[src/rtl/phase_pkg.sv]
// Shared definitions for Johnson-counter phase sequencing: mode encodings,
// sequencer states and helpers that map between phase index and ring code.
package phase_pkg;

    localparam logic MODE_FREE    = 1'b0;
    localparam logic MODE_ONESHOT = 1'b1;

    typedef enum logic [0:0] {
        SEQ_IDLE = 1'b0,
        SEQ_RUN  = 1'b1
    } seq_state_e;

    // Legal ring code for phase k of an n-stage Johnson counter (n <= 31).
    function automatic logic [31:0] phase_code(input logic [31:0] n, input logic [31:0] k);
        logic [31:0] all_s;
        all_s = (32'd1 << n) - 32'd1;
        if (k < n) begin
            phase_code = (32'd1 << k) - 32'd1;
        end else begin
            phase_code = all_s & ~((32'd1 << (k - n)) - 32'd1);
        end
    endfunction

    // Phase index of a legal code: the set-bit count, mirrored for the falling half.
    function automatic logic [31:0] code_to_idx(input logic [31:0] n, input logic [31:0] code);
        logic [31:0] ones_s;
        ones_s = 32'd0;
        for (int i = 0; i < 32; i++) begin
            ones_s = ones_s + {31'd0, code[i]};
        end
        if (code[0] == 1'b1) begin
            code_to_idx = ones_s;
        end else if (ones_s == 32'd0) begin
            code_to_idx = 32'd0;
        end else begin
            code_to_idx = (32'd2 * n) - ones_s;
        end
    endfunction

endpackage

[src/rtl/johnson_decode.sv]
// Combinational decode of a Johnson ring into one-hot phase, phase index and a
// legality flag. Illegal codes decode to all-zero phase and index 0.
module johnson_decode
    import phase_pkg::*;
#(
    parameter  int STAGES = 3,
    localparam int PW     = $clog2(2 * STAGES)
) (
    input  logic [STAGES-1:0]   state,
    output logic [2*STAGES-1:0] phase_oh,
    output logic [PW-1:0]       phase_idx,
    output logic                legal
);

    logic [2*STAGES-1:0] raw_s;

    // Legality match against every code, then adjacent-pair phase decode.
    always_comb begin
        legal = 1'b0;
        for (int k = 0; k < 2 * STAGES; k++) begin
            legal = legal | ({{(32-STAGES){1'b0}}, state} == phase_code(32'(STAGES), 32'(k)));
        end

        raw_s = {(2*STAGES){1'b0}};
        raw_s[0]      = ~state[0] & ~state[STAGES-1];
        raw_s[STAGES] =  state[0] &  state[STAGES-1];
        for (int k = 1; k < STAGES; k++) begin
            raw_s[k]          =  state[k-1] & ~state[k];
            raw_s[STAGES + k] = ~state[k-1] &  state[k];
        end

        if (legal) begin
            phase_oh  = raw_s;
            phase_idx = PW'(code_to_idx(32'(STAGES), {{(32-STAGES){1'b0}}, state}));
        end else begin
            phase_oh  = {(2*STAGES){1'b0}};
            phase_idx = {PW{1'b0}};
        end
    end

endmodule

[src/rtl/johnson_phase_seq.sv]
// N-stage Johnson phase sequencer with run/hold, one-shot cycles, one-clock
// illegal-state recovery with a sticky error flag, wrap pulse and split strobes.
module johnson_phase_seq
    import phase_pkg::*;
#(
    parameter int STAGES    = 3,
    parameter int STB_PHASE = 0,
    parameter int PW        = $clog2(2 * STAGES)
) (
    input  logic                clk,
    input  logic                rst_n,
    input  logic                en,
    input  logic                mode,
    input  logic                start,
    input  logic                qual,
    input  logic                err_clr,
    output logic [STAGES-1:0]   state,
    output logic [2*STAGES-1:0] phase_oh,
    output logic [PW-1:0]       phase_idx,
    output logic                wrap,
    output logic                busy,
    output logic                stb_hi,
    output logic                stb_lo,
    output logic                err
);

    logic [STAGES-1:0] state_r;
    logic              wrap_r;
    logic              err_r;
    seq_state_e        seq_r;

    logic              legal_s;
    logic              busy_s;
    logic              advance_s;
    logic              at_last_s;
    logic [STAGES-1:0] next_state_s;

    johnson_decode #(.STAGES(STAGES)) u_decode (
        .state     (state_r),
        .phase_oh  (phase_oh),
        .phase_idx (phase_idx),
        .legal     (legal_s)
    );

    assign busy_s = (seq_r == SEQ_RUN);

    // Advance qualification; a one-shot aborted by a mode switch holds for that edge.
    always_comb begin
        next_state_s = {state_r[STAGES-2:0], ~state_r[STAGES-1]};
        at_last_s    = legal_s & (phase_idx == PW'(2 * STAGES - 1));
        if (mode == MODE_FREE) begin
            advance_s = en & ~busy_s;
        end else begin
            advance_s = busy_s;
        end
    end

    // Ring register, wrap pulse, one-shot sequencer and sticky error.
    always_ff @(posedge clk or negedge rst_n) begin
        if (!rst_n) begin
            state_r <= {STAGES{1'b0}};
            wrap_r  <= 1'b0;
            err_r   <= 1'b0;
            seq_r   <= SEQ_IDLE;
        end else if (!legal_s) begin
            state_r <= {STAGES{1'b0}};
            wrap_r  <= 1'b0;
            err_r   <= 1'b1;
            seq_r   <= SEQ_IDLE;
        end else begin
            err_r <= err_r & ~err_clr;
            if (advance_s) begin
                state_r <= next_state_s;
                wrap_r  <= at_last_s;
            end else begin
                state_r <= state_r;
                wrap_r  <= 1'b0;
            end
            case (seq_r)
                SEQ_IDLE: begin
                    if ((mode == MODE_ONESHOT) && start) begin
                        seq_r <= SEQ_RUN;
                    end else begin
                        seq_r <= SEQ_IDLE;
                    end
                end
                SEQ_RUN: begin
                    if ((mode != MODE_ONESHOT) || at_last_s) begin
                        seq_r <= SEQ_IDLE;
                    end else begin
                        seq_r <= SEQ_RUN;
                    end
                end
                default: seq_r <= SEQ_IDLE;
            endcase
        end
    end

    assign state  = state_r;
    assign wrap   = wrap_r;
    assign busy   = busy_s;
    assign err    = err_r;
    assign stb_hi = phase_oh[STB_PHASE] &  qual;
    assign stb_lo = phase_oh[STB_PHASE] & ~qual;

endmodule

[config.mk]
export PLATFORM = sky130hd
export DESIGN_NAME = johnson_phase_seq
export DESIGN_NICKNAME = d
export VERILOG_FILES = /design/src/rtl/phase_pkg.sv /design/src/rtl/johnson_decode.sv /design/src/rtl/johnson_phase_seq.sv
export SDC_FILE = /design/constraint.sdc
export NUM_CORES = 1
export LEC_CHECK = 0
export ABC_CLOCK_PERIOD_IN_PS = 1700
export BUFFER_PORTS_ARGS = -buffer_cell sky130_fd_sc_hd__buf_4
export CAP_MARGIN = 20
export CORE_AREA = 5 5 42 44
export DETAILED_ROUTE_END_ITERATION = 6
export DIE_AREA = 0 0 47 49
export PLACE_DENSITY_LB_ADDON = 0.12
export SLEW_MARGIN = 30
export SYNTH_ARGS = -nofsm -noshare
export SYNTH_HDL_FRONTEND = slang
export SYNTH_SLANG_ARGS = --single-unit
[constraint.sdc]
create_clock -name clk -period 1.7 [get_ports clk]
set_input_delay 0 -clock clk [delete_from_list [all_inputs] [get_ports clk]]
set_output_delay 0 -clock clk [all_outputs]
set_load 0.05 [all_outputs]
==> reports/metrics.cfg, run 1 <==
[cts]
clock-sinks=6
clk_pin_slew_ns=0.05
cts_buffer_depth=2
ctsRootBufferMaster=clkbuf_4
cts_tree=yes
numCtsBuffers=3
htreeDepth=1
insertion_delay_ns=0.25

[floorplan]
start_util_pct=30.54
die_area_mm2=0.002303
num_rows=14
die_y_um=49
die_x_um=47
io_pins=24
core-area_mm2=0.001401

[worst_setup_path]
cp-endpoint=phase_idx[0]
critical_path_class=register to output pin
worst_setup_path_start_kind=register
cp_max_fo=4
slowest_delay_ns=0.45
end_kind=output pin
r2r-start=state[1]
crit_chain=inv_4, fa_2, buf_4, nor2_2, buf_6
cp.required_ns=1.70
rr_worst_depth=5
arrival_ns=1.68
cpMaxStageDelayCell=fa_2
r2r-end=busy
regToRegSetupSlack_ns=0.09
setup.worst_path.start=state[1]

[sta]
finalCriticalPeriod_ns=1.680
setup_viol=0
grt_setup_unrepaired=yes
max_freq_mhz=595.4
hold_viol_final=0
tightest_slew_ns=0.2173
fin_worst_skew_ns=0.01172
slew_viol_final=0
tns_ns=0
finalCritPeriodShare_pct=98.79
slew_headroom_pct=85.49

[synth]
ys_seq_elements=6
synth-seq-area-share_pct=35.09
netlist_instances=46
synth.largest_area_cell=dfrtp_1
syn_area_um2=427.9
syn-num-nets=56
netlist_top_cells_area=dfrtp_1, ha_1, fa_1
synth.distinct_cells=27
synth_top_area_share_pct=35.09
ys_warn_count=0
avgSynthCellArea_um2=9.302

[grt]
grt_first_pass_wirelength_um=1973
overflow=0
track_usage_pct=12.14
antenna_found_initial=0
grt_pass1_vias=463
grt_max_degree=10

[drt]
drtPass1Iterations=4
wire_per_inst_um=13.01
wl_um=1249
drc=0
via_count=466
drt_iter0_markers=7
routed_via_density=4.854
ant_nets=0

[cells_and_area]
fill_cells=144
drive_gt1_share_pct=62.50
final_area_um2=779.5
layoutNonFillerInstCount=96
syn2layout_area_growth_pct=82.16
antenna_cells=0
fin_nets=91

[worst_hold_path]
hold_class=input pin to register
hold_depth=3

[run_status]
outcome=completed

[place]
portBuffers=23
dp.cells=88
dpl_cell_area_um2=680.7
place_congestion=0.8192
dp_hpwl_um=997

[run]
drv_cap=0

## worst max-delay path, delay by kind of cell (launching register included)
kind                       cells  cell delay [ns]
buffers and inverters          3             0.42
and+or+nand+nor                1             0.13
DFF                            1             0.42
adders and majority gates      1             0.45
## per-stage QoR
stage                     utilization (%)  hold slack (ns)  worst slack (ns)
after floorplan                         -          -0.2956           -0.2021
after global placement              48.57          -0.1878            0.1175
after detailed placement            48.57          -0.1884           0.06986
after CTS                           53.84          0.03789         -0.003723
after global routing                55.63          0.05441          -0.04679
final                               55.63          0.03838           0.02049
## routing by layer
| metal | GRT usage [%] | vias to the layer above | part of all wire, % |
|---|---|---|---|
| li1 | - | 231 | - |
| met5 | 0 | - | 0 |
| met2 | 19.91 | 23 | 51 |
| met3 | 2.952 | 2 | 8.1 |
| met4 | 8.295 | 0 | 0.96 |
| met1 | 12.84 | 210 | 39 |
## placed cells by master (no fill, tap or decap), types with 2 or more instances in the layout
master / Yosys / layout
dfrtp_1: 6 / 3
buf_6: 0 / 3
buf_4: 0 / 26
dlygate4sd3_1: 0 / 2
inv_1: 5 / 2
clkbuf_4: 0 / 3
o21ai_0: 2 / 2
and2_1: 2 / 2
dfrtp_2: 0 / 3
inv_4: 0 / 2
ha_1: 2 / 2
nand2_1: 3 / 3
nor3_1: 3 / 2
nor2_1: 3 / 2
nand4_1: 2 / 2
## cells in the mapped netlist, drive strengths merged
cell    number
a211oi       1
buf          1
inv          5
a21bo        1
o211ai       1
o221ai       1
nor3         3
nor2b        2
nand3        1
a21boi       1
xnor2        1
and3         1
nor4b        1
and2         3
nand2        3
dfrtp        6
nand3b       1
or3b         1
o311ai       1
fa           1
nand4        2
nor2         3
nor3b        1
o21ai        2
ha           2
## cell type report
cell class	count	area, um2	share of cell area, %
Timing Repair Buffer	31	249.0	31.94
Multi-Input combinational cell	34	306.5	39.33
Sequential cell	6	153.9	19.74
Tap cell	16	20.02	2.568
Inverter	5	23.77	3.050
Clock buffer	4	26.28	3.371
## logic make-up after synthesis
group | Yosys count | share of synthesized area (%)
AO/OA/AOI/OAI | 8 | 15.79
XOR/XNOR | 1 | 2.047
buffers and inverters | 6 | 5.555
flip-flops | 6 | 35.09
AND/OR/NAND/NOR | 22 | 30.99
adder cells (fa/ha/maj) | 3 | 10.53
## state kept, by name, indices dropped and copies added, names as in the netlist
signal / count
state: 3
busy: 1
err: 1
wrap: 1
## worst min-delay path by stage
stage,startpoint,end,slack [ns]
2_1_floorplan,rst_n,busy,-0.30
4_1_cts,mode,busy,0.04
3_5_place_dp,rst_n,err,-0.19
3_3_place_gp,rst_n,err,-0.19
6_report,mode,busy,0.04
5_1_grt,mode,busy,0.05
## repair_timing
action,CTS,global route
resized for setup,3,5
hold endpoints to repair,7,0
pin swaps,3,0
hold buffers,2,0
setup buffers,2,0
setup endpoints to repair,1,8
Power of run 1 is not shown: default switching activity piles up to over one toggle a cycle in this logic, so the estimate is an artifact.
==> run 2: changes to the inputs <==
--- a/config.mk
+++ b/config.mk
@@ -6,7 +6,7 @@
 export NUM_CORES = 1
 export LEC_CHECK = 0
 export ABC_CLOCK_PERIOD_IN_PS = 1700
-export BUFFER_PORTS_ARGS = -buffer_cell sky130_fd_sc_hd__buf_4
+export BUFFER_PORTS_ARGS = -buffer_cell sky130_fd_sc_hd__clkbuf_2
 export CAP_MARGIN = 20
 export CORE_AREA = 5 5 42 44
 export DETAILED_ROUTE_END_ITERATION = 6
==> run 2 against run 1 <==
Against the previous run: routed wire length fell by 3.4%; hold slack improved by 0.0065 ns; flip-flop and latch count did not move; register-to-register slack got worse by 0.03 ns; design area fell by 2.9%; via count rose by 0.64%; clock skew fell by 0.0028 ns; maximum frequency fell by 1.0%; cell count rose by 1.0%; setup slack got worse by 0.017 ns; clock-buffer cell count did not move; non-clock buffer count rose by 1; critical path type unchanged.
==> reports/metrics.cfg, run 2 (synthesized netlist as in run 1, its figures left out) <==
[worst_hold_path]
hold_class=input pin to register
hp-start=mode

[sta]
setup_viol=0  ; unchanged
fin_worst_skew_ns=0.008970  ; -0.002751 ns
hold_viol_final=0  ; unchanged
finalCriticalPeriod_ns=1.697  ; +0.01701 ns
max_freq_mhz=589.4  ; -1.0%
tightest_slew_ns=0.2805  ; +0.06323 ns
slew_headroom_pct=81.38  ; -4.1 points
grt_setup_unrepaired=yes
slew_viol_final=0  ; unchanged
tns_ns=0  ; unchanged
finalCritPeriodShare_pct=99.80  ; +1.0 points

[worst_setup_path]
arrival_ns=1.70  ; +0.02 ns
end_kind=output pin
cp_max_fo=5  ; +1
r2r-start=state[0]
worst_setup_path_start_kind=register
setup.worst_path.start=state[0]
cp.required_ns=1.70  ; about the same
critical_path_class=register to output pin

[cts]
insertion_delay_ns=0.25  ; about the same
clock-sinks=6  ; unchanged
htreeDepth=1  ; unchanged
cts_tree=yes
cts_buffer_depth=2  ; unchanged
ctsRootBufferMaster=clkbuf_4
clk_pin_slew_ns=0.05  ; about the same
numCtsBuffers=3  ; unchanged

[drt]
routed_via_density=4.835  ; -0.39%
drc=0  ; unchanged
wl_um=1207  ; -3.4%
ant_nets=0  ; unchanged
drt_iter0_markers=1  ; -6
wire_per_inst_um=12.44  ; -4.4%
drtPass1Iterations=4  ; unchanged
via_count=469  ; +0.64%

[place]
place_congestion=0.7633  ; -6.8%
portBuffers=23  ; unchanged
dp_hpwl_um=974.3  ; -2.3%

[cells_and_area]
layout_commonest_cell=clkbuf_2
antenna_cells=0  ; unchanged
most-common-layout-cells=clkbuf_2, buf_4, clkbuf_4
syn2layout_area_growth_pct=76.90
drive_gt1_share_pct=62.96  ; +0.46 points
largest_register_ffs=3  ; unchanged
fill_cells=142  ; -1.4%
fin_nets=92  ; +1.1%
post-route-util_pct=54.02  ; -1.6 points

[grt]
grt_pass1_vias=455  ; -1.7%
track_usage_pct=11.84  ; -0.29 points
grt_first_pass_wirelength_um=1938  ; -1.8%
overflow=0  ; unchanged
grt_max_degree=10  ; unchanged
antenna_found_initial=0  ; unchanged

[run_status]
outcome=completed

[run]
drv_cap=0  ; unchanged

[floorplan]
start_util_pct=30.54  ; unchanged
die_y_um=49  ; unchanged
die_area_mm2=0.002303  ; unchanged
io_pins=24  ; unchanged
core-area_mm2=0.001401  ; unchanged
die_x_um=47  ; unchanged
num_rows=14  ; unchanged

## run 2: critical path: stages, from the launching register on
cell     delay [ns]
dfrtp_2        0.41
inv_4          0.08
fa_2           0.47
xnor2_2        0.17
nor3_4         0.15
buf_12         0.16
## run 2: repair_timing
action,CTS,global route
cloned,0,0
resized for setup,6,7
setup endpoints to repair,5,8
hold endpoints to repair,7,0
setup buffers,1,2
hold buffers,2,0
pin swaps,3,2
## run 2: final timing paths
check	to	slack, ns	cells after the start
worst min-delay path	busy	0.04	3
worst min register to register	err	0.54	2
worst max register to register	busy	0.06	5
max in group asynchronous	state[1]	1.44	2
worst max-delay path	phase_idx[2]	0.003	5
min in group asynchronous	state[2]	0.10	2
## run 2: metrics by stage
step | worst slack, ns | cell area (um2) | hold WS (ns) | std cells
6_report | 0.003481 | 757.0 | 0.04486 | 97
5_1_grt | -0.06877 | 757.0 | 0.04008 | 97
4_1_cts | -0.02235 | 715.7 | 0.03742 | 95
3_5_place_dp | 0.06131 | 638.1 | -0.1640 | 88
3_3_place_gp | 0.1132 | 638.1 | -0.1624 | 88
2_1_floorplan | -0.2021 | 469.2 | -0.2956 | 46
## run 2: layout make-up
| class | instances | area, um2 | share of cell area [%] |
|---|---|---|---|
| Multi-Input combinational cell | 34 | 311.5 | 41.16 |
| Timing Repair Buffer | 32 | 221.5 | 29.26 |
| Sequential cell | 6 | 153.9 | 20.33 |
| Clock buffer | 4 | 26.28 | 3.471 |
| Inverter | 5 | 23.77 | 3.140 |
| Tap cell | 16 | 20.02 | 2.645 |
## run 2: layer usage
layer / share of wire (%) / routed length, um / track usage, %
met5: 0 / 0 / 0
met4: 1.4 / 17 / 8.295
met3: 7.4 / 89 / 4.059
met2: 50 / 598 / 17.87
met1: 42 / 502 / 13.26
Power of run 2 is left out for the same reason.
==> run 3: changes to the inputs <==
--- a/config.mk
+++ b/config.mk
@@ -15,4 +15,5 @@
 export SLEW_MARGIN = 30
 export SYNTH_ARGS = -nofsm -noshare
 export SYNTH_HDL_FRONTEND = slang
+export SYNTH_HIERARCHICAL = 1
 export SYNTH_SLANG_ARGS = --single-unit
==> run 3 against run 2 <==
Against the previous run: first-iteration DRC count increased to 7.0 times the previous value; global-route usage is 0.91 points higher; clock skew decreased by 0.0051 ns; utilization grew 4.5 points; synthesized area is 17% higher; die area stayed put; critical path depth unchanged.
==> reports/metrics.cfg, run 3 <==
[place]
dp_hpwl_um=984.3  ; +1.0%
portBuffers=23  ; unchanged
dp.cells=95  ; +8.0%
place_congestion=0.7575  ; -0.76%
dpl_cell_area_um2=690.7  ; +8.2%

[floorplan]
die_x_um=47  ; unchanged
start_util_pct=35.80  ; +5.3 points
die_area_mm2=0.002303  ; unchanged
die_y_um=49  ; unchanged
num_rows=14  ; unchanged
io_pins=24  ; unchanged
core-area_mm2=0.001401  ; unchanged

[synth]
avgSynthCellArea_um2=9.467  ; +1.8%
synthTopCellsByCount=dfrtp_1, and2_1, inv_1, nand2_1
synth_edf_count=0  ; unchanged
netlist_top_cells_area=dfrtp_1, ha_1, mux2_4
synth_ff_type=dfrtp_1
syn-num-nets=64  ; +14%
ys_warn_count=6  ; +6
synth-seq-area-share_pct=29.93  ; -5.2 points
synth.largest_area_cell=dfrtp_1
async_flop_share_pct=100.0  ; unchanged
syn_area_um2=501.7  ; +17%
synth_top_area_share_pct=29.93  ; -5.2 points
netlist_instances=53  ; +15%
yosysMostFrequentCell=dfrtp_1
synth.distinct_cells=24  ; -11%
ys_seq_elements=6  ; unchanged

[worst_setup_path]
crit_chain=fa_1, a21oi_2, nor2_4, and3b_1, and3_1
critical_path_class=register to register
end_kind=register
cp_max_fo=2  ; -3
cp.required_ns=1.84  ; +0.14 ns
path_buf_inv=0  ; -2
worst_setup_path_start_kind=register
cpMaxStageDelayCell=fa_1
path_delay_family=adder cells
arrival_ns=1.82  ; +0.12 ns
slowest_delay_ns=0.57  ; +0.10 ns

[drt]
wire_per_inst_um=12.98  ; +4.3%
via_count=517  ; +10%
drt_iter0_markers=7  ; +6
routed_via_density=4.924  ; +1.8%
wl_um=1363  ; +13%
drtPass1Iterations=2  ; -2
drc=0  ; unchanged
ant_nets=0  ; unchanged

[grt]
grt_pass1_vias=459  ; +0.88%
overflow=0  ; unchanged
antenna_found_initial=0  ; unchanged
track_usage_pct=12.76  ; +0.91 points
grt_max_degree=12  ; +2
grt_first_pass_wirelength_um=2111  ; +8.9%

[run]
drv_cap=0  ; unchanged

[cells_and_area]
fin_nets=101  ; +9.8%
syn2layout_area_growth_pct=63.34
fill_cells=133  ; -6.3%
layout_commonest_cell=clkbuf_2
most-common-layout-cells=clkbuf_2, buf_4, nand2_1, buf_6
antenna_cells=0  ; unchanged
largest_register_ffs=3  ; unchanged
final_area_um2=819.5  ; +8.3%
drive_gt1_share_pct=58.43  ; -4.5 points
layoutNonFillerInstCount=105  ; +8.2%

[sta]
slew_headroom_pct=77.35  ; -4.0 points
hold_viol_final=0  ; unchanged
tns_ns=0  ; unchanged
fin_worst_skew_ns=0.003865  ; -0.005105 ns
tightest_slew_ns=0.3398  ; +0.05926 ns
setup_viol=0  ; unchanged
finalCriticalPeriod_ns=1.679  ; -0.01723 ns
grt_setup_unrepaired=yes
finalCritPeriodShare_pct=98.78  ; -1.0 points
max_freq_mhz=595.5  ; +1.0%
slew_viol_final=0  ; unchanged

[cts]
clock-sinks=6  ; unchanged
clk_pin_slew_ns=0.05  ; about the same
cts_tree=yes
cts_buffer_depth=2  ; unchanged
ctsRootBufferMaster=clkbuf_4
insertion_delay_ns=0.25  ; about the same
htreeDepth=1  ; unchanged
numCtsBuffers=3  ; unchanged

[worst_hold_path]
hold_class=input pin to register

[run_status]
outcome=completed

## run 3: cell count changes after synthesis, moves of 2 or more
cell / change
a21oi_1: +3
a211oi_1: +2
and2_1: +2
mux2_4: +2
mux2i_1: +2
nand2b_4: +2
nand4_1: -2
o21a_1: +2
## run 3: through the flow
stage / setup WS (ns) / hold slack (ns) / utilization, %
after CTS: 0.001758 / 0.01573 / 55.27
after global placement: 0.08287 / -0.1584 / 49.29
after global routing: -0.04687 / 0.04721 / 58.48
final: 0.02071 / 0.04572 / 58.48
after floorplan: -0.3054 / -0.2956 / -
after detailed placement: 0.04238 / -0.1552 / 49.29
## run 3: logic make-up after synthesis
family | Yosys count | synth area share [%]
AND/OR/NAND/NOR | 21 | 26.19
AO/OA/AOI/OAI | 12 | 16.46
buffers and inverters | 6 | 5.983
flip-flops | 6 | 29.92
multiplexers | 4 | 9.975
adder cells (fa/ha/maj) | 4 | 11.47
## run 3: timing repair
action,CTS,global route
gates resized for setup,9,12
setup endpoints to repair,5,8
hold endpoints to repair,7,0
hold buffers,2,0
pin swaps,1,1
buffers inserted,1,3
gates cloned,0,0
## run 3: final timing paths
path | start | cells after the start | end | slack, ns
min in group asynchronous | rst_n | 2 | err | 0.11
max in group asynchronous | rst_n | 2 | state[1] | 1.40
min | start | 3 | busy | 0.05
min reg2reg | err | 2 | err | 0.54
max reg2reg | state[1] | 5 | wrap | 0.02
max | state[1] | 5 | wrap | 0.02
## run 3: routing by layer
metal | global-route usage (%) | up-vias | wire length [um]
li1 | - | 257 | -
met1 | 16.37 | 242 | 570
met2 | 18.78 | 16 | 669
met3 | 1.107 | 2 | 92
met4 | 9.677 | 0 | 30
met5 | 0 | - | 0
## run 3: cell type report
type | instances | area, um2 | area share [%]
Clock buffer | 4 | 26.28 | 3.206
Inverter | 4 | 15.01 | 1.832
Multi-Input combinational cell | 41 | 354.1 | 43.21
Sequential cell | 6 | 158.9 | 19.39
Tap cell | 16 | 20.02 | 2.443
Timing Repair Buffer | 34 | 245.2 | 29.92
## run 3: tightest hold or removal path, stage by stage
cell and delay, ns:
clkbuf_2 0.08, nor2_1 0.12, a211oi_2 0.06
Power of run 3 is left out for the same reason.
